<file path="src/rtl/bcd_stopwatch.sv">
// Two-digit BCD seconds stopwatch (00-59) with tick prescaler, start/stop toggle,
// synchronous clear and up/down direction. Feeds the 7-segment decoders and minutes stage.
module bcd_stopwatch #(
    parameter int TICK_DIV = 50_000_000
) (
    input  logic       clk,
    input  logic       rst_n,
    input  logic       start_stop,
    input  logic       clr,
    input  logic       dir,
    output logic [3:0] ones,
    output logic [3:0] tens,
    output logic       run,
    output logic       wrap
);

    localparam int PW = $clog2(TICK_DIV);
    localparam logic [PW-1:0] PMAX = PW'(TICK_DIV - 1);

    typedef enum logic {
        STOPPED = 1'b0,
        RUNNING = 1'b1
    } state_t;

    state_t        state;
    state_t        state_nxt;
    logic          prev;
    logic          start_edge;
    logic          step;
    logic [PW-1:0] presc;
    logic [8:0]    bcd_nxt;

    // Next {wrap, tens, ones} for one count step; wraps 59<->00.
    function automatic logic [8:0] bcd_step(input logic [3:0] o,
                                            input logic [3:0] t,
                                            input logic       down);
        logic [8:0] r;
        if (!down) begin
            if (o < 4'd9)
                r = {1'b0, t, o + 4'd1};
            else if (t < 4'd5)
                r = {1'b0, t + 4'd1, 4'd0};
            else
                r = {1'b1, 4'd0, 4'd0};
        end else begin
            if (o != 4'd0)
                r = {1'b0, t, o - 4'd1};
            else if (t != 4'd0)
                r = {1'b0, t - 4'd1, 4'd9};
            else
                r = {1'b1, 4'd5, 4'd9};
        end
        return r;
    endfunction

    // prev resets high so a button held through reset is not seen as a press.
    always_ff @(posedge clk or negedge rst_n) begin
        if (!rst_n)
            prev <= 1'b1;
        else
            prev <= start_stop;
    end

    assign start_edge = start_stop & ~prev;

    always_ff @(posedge clk or negedge rst_n) begin
        if (!rst_n)
            state <= STOPPED;
        else
            state <= state_nxt;
    end

    always_comb begin
        state_nxt = state;
        if (clr)
            state_nxt = STOPPED;
        else if (start_edge)
            state_nxt = (state == RUNNING) ? STOPPED : RUNNING;
    end

    // A stop edge or clear coinciding with the terminal count suppresses the step.
    always_comb begin
        run  = (state == RUNNING);
        step = (state == RUNNING) && (presc == PMAX) && !start_edge && !clr;
    end

    always_ff @(posedge clk or negedge rst_n) begin
        if (!rst_n)
            presc <= '0;
        else if (clr || start_edge || (state != RUNNING) || (presc == PMAX))
            presc <= '0;
        else
            presc <= presc + PW'(1);
    end

    assign bcd_nxt = bcd_step(ones, tens, dir);

    always_ff @(posedge clk or negedge rst_n) begin
        if (!rst_n) begin
            ones <= 4'd0;
            tens <= 4'd0;
            wrap <= 1'b0;
        end else if (clr) begin
            ones <= 4'd0;
            tens <= 4'd0;
            wrap <= 1'b0;
        end else if (step) begin
            ones <= bcd_nxt[3:0];
            tens <= bcd_nxt[7:4];
            wrap <= bcd_nxt[8];
        end else begin
            wrap <= 1'b0;
        end
    end

endmodule

</file>
<file path="config.mk">
export PLATFORM = sky130hd
export DESIGN_NAME = bcd_stopwatch
export DESIGN_NICKNAME = d
export VERILOG_FILES = /design/src/rtl/bcd_stopwatch.sv
export SDC_FILE = /design/constraint.sdc
export NUM_CORES = 1
export LEC_CHECK = 0
export ABC_AREA = 1
export CAP_MARGIN = 20
export CORE_UTILIZATION = 56
export CTS_BUF_LIST = sky130_fd_sc_hd__clkbuf_4
export CTS_CLUSTER_DIAMETER = 40
export DETAILED_ROUTE_END_ITERATION = 7
export PLACE_DENSITY_LB_ADDON = 0.1
export SYNTH_ARGS = -nofsm -noshare
export SYNTH_HDL_FRONTEND = slang
export SYNTH_SLANG_ARGS = --single-unit
</file>
<file path="constraint.sdc">
create_clock -name clk -period 1.6 [get_ports clk]
set_clock_uncertainty 0.15 [all_clocks]
set_input_delay 0.32 -clock clk [delete_from_list [all_inputs] [get_ports clk]]
set_output_delay 0.32 -clock clk [all_outputs]
set_load 0.05 [all_outputs]
</file>
==> metrics.cfg <==
[cells_and_area]
syn2layout_area_growth_pct=56.82
fin_area_sq_mm=0.003899
final_nets=456
final_util=0.9408
drive_above_1_share=0.4787
fillers=123
antenna_cells=0

[clocking]
cts_tree=yes
cts_sinks=37
root_buffer=clkbuf_4
htree_levels=2
clk_pin_slew_ns=0.16
clock_latency_ns=0.39
cts_buffer_depth=2
cts_buffers=5

[synth]
synth_flop_cell=dfrtp_1
yosysTopAreaCellShare=0.3624
postSynth.asyncResetShare=1.000
yosysTopAreaCell=dfrtp_1
synthesis.nets=363
postSynthAreaPerCell_sq_um=7.083
synth.area.top_cells=dfrtp_1 (36%), nand2_1 (15%), nor2_1 (8.9%)
synth.distinct_cells=34
syn-cell-area_sq_mm=0.002486
synth_edf_count=0
synthMostInstantiatedCell=nand2_1
ys_seq_elements=37
ys_warn_count=0
synth.yosys.seq_area_share=0.3729
synthTopCellsByCount=nand2_1 (97), nor2_1 (59), inv_1 (40)
netlist_instances=351

[placement]
hpwlAfterDp_um=5193
placed_cell_area_sq_mm=0.003329
io_buffers=14
finalWeightedCongestion=0.9112

[worst_setup_path]
arrival_ns=2.01
path_class=register to register
cp_cell_sequence=ha_2 -> nand3_4 -> nor2_4 -> buf_6 -> inv_4 -> nor2_4 -> nand2_2 -> nor2_2 -> nor3b_2
critPathLaunchType=register
critPathBufInv=2
worstPathRequired_ns=1.71
crit_fanout=5
endpoint_kind=register
crit_top_cell=nor2_4
crit_family=simple AND/OR/NAND/NOR gates
cpPeakStageDelay_ns=0.42
critPathSlowestCell=dfrtp_1

[power_and_ir_drop]
power.density_mw_per_mm2=620.1
intPower_mw=1.573
seqPwrFrac=0.412
leakage_nw=1.801
peakVddDrop_mv=0.5494
swShare=0.3492
power.net_switching_mw=0.8441
clkPwrFrac=0.297
combPwrFrac=0.292

[detailed_routing]
routedWlPerCell_um=20.79
met3WireLength_um=1278
wl_met1_um=3404
drt_iter0_markers=442
routed_wl_um=10290
via_count=3197
maxUsedRoutingLayer=met4
route.detailed.drc=0
first_pass_iters=5
route.met2.wl_um=4796
ant_nets=0
viasPerCell=6.459

[sta]
min_period_ns=1.901
worstMarginPinSlew_ns=0.4327
setup_viol=35
hold_violations=0
setup_ws_ns=-0.3013
period_share=1.188
fmax_mhz=526.0
relSlewSlack=0.7115
slew_violations=0
rsz0062_at_grt=yes

[global_route]
grt_antenna_before_repair=0
overflow=0
grt_max_degree=23
grt_first_pass_wirelength_um=11950
grt_util_all_layers=0.3564
grt_pass1_vias=2649

[floorplan]
rows=23
die_w_um=68.63
pin_count=15
die_y_um=68.63
dieArea_sq_mm=0.004710
initial_utilization=0.5999
coreArea_sq_mm=0.004144

[outcome]
status=finished, violations left
violations=negative setup slack

[hold_path]
min_path_type=primary input to register

[job]
cap_viol_max_count=0

## stage by stage
stage / instances / hold slack [ns] / total power, mW / worst slack (ns) / TNS [ns]
final: 495 / 0.2218 / 2.418 / -0.3013 / -5.190
after global routing: 495 / 0.2184 / 2.498 / -0.4213 / -7.597
after CTS: 484 / 0.2168 / 2.307 / -0.09673 / -1.859
after detailed placement: 470 / 0.1114 / 1.593 / -0.2530 / -7.513
after global placement: 470 / 0.1099 / 1.572 / -0.1969 / -5.490
after floorplan: 351 / -0.1256 / 1.329 / -0.01106 / -0.01512
## final cells by class
type	count	area [sq um]	share of cell area
multi-input cells	263	1724	0.4422
flip-flops and latches	37	938.4	0.2407
repair buffers	91	902.1	0.2314
inverters	46	187.7	0.04814
well taps	50	62.56	0.01605
clock inverters	3	46.29	0.01187
clock buffers	5	37.54	0.009628
## what timing repair did
action | 4_1_cts | 5_1_grt
hold endpoints to repair | 14 | 0
buffers inserted | 5 | 11
hold buffers | 1 | 0
gates resized for setup | 30 | 67
setup endpoints to repair | 33 | 41
pin swaps | 15 | 25
## cell usage in the layout, fill, tap and decap left out, types with 6 or more instances in the layout
master / netlist / final
buf_12: 0 / 13
buf_4: 0 / 60
buf_6: 2 / 13
dfrtp_1: 36 / 27
dfrtp_2: 0 / 9
inv_1: 40 / 27
inv_2: 5 / 14
nand2_1: 97 / 79
nand2_2: 5 / 19
nand3_1: 33 / 20
nand3_2: 3 / 15
nor2_1: 59 / 38
nor2_2: 3 / 18
nor2_4: 5 / 11
xor2_1: 6 / 6
## cells by family after synthesis
logic type	count (synthesis)	synth area share
compound gates	19	0.04379
flops	37	0.3729
buf+inv	51	0.08404
xor+xnor	12	0.04227
fa+ha+maj	7	0.03523
simple gates	225	0.4217
## final timing paths
check                      startpoint        end  slack [ns]  cells past startpoint
hold reg to reg             presc[25]  presc[25]        0.43                      3
setup reg to reg             presc[0]  presc[10]       -0.30                      9
setup / recovery             presc[0]  presc[10]       -0.30                      9
hold / removal             start_stop       prev        0.22                      1
min in group asynchronous       rst_n  presc[18]        0.23                      2
max in group asynchronous       rst_n    tens[0]        0.55                      3
## power groups by stage
stage / clock network [mW] / logic (mW) / registers [mW]
floorplan: 0 / 0.243 / 1.09
global placement: 0 / 0.568 / 1.00
detailed placement: 0 / 0.590 / 1.00
CTS: 0.702 / 0.618 / 0.987
global route: 0.761 / 0.741 / 0.995
finish: 0.718 / 0.705 / 0.995
## registers in the layout, summed over array words and instances (netlist names)
| register | cells |
|---|---|
| prev | 1 |
| ones | 4 |
| tens | 4 |
| presc | 26 |
| wrap | 1 |
| run | 1 |
## layer usage
layer  vias to the layer above  track usage
li1                       1293            -
met1                      1448       0.4361
met2                       338       0.5760
met3                       118      0.08882
met4                         0       0.1875
met5                         -            0
Power figures use the tool's default switching activity.
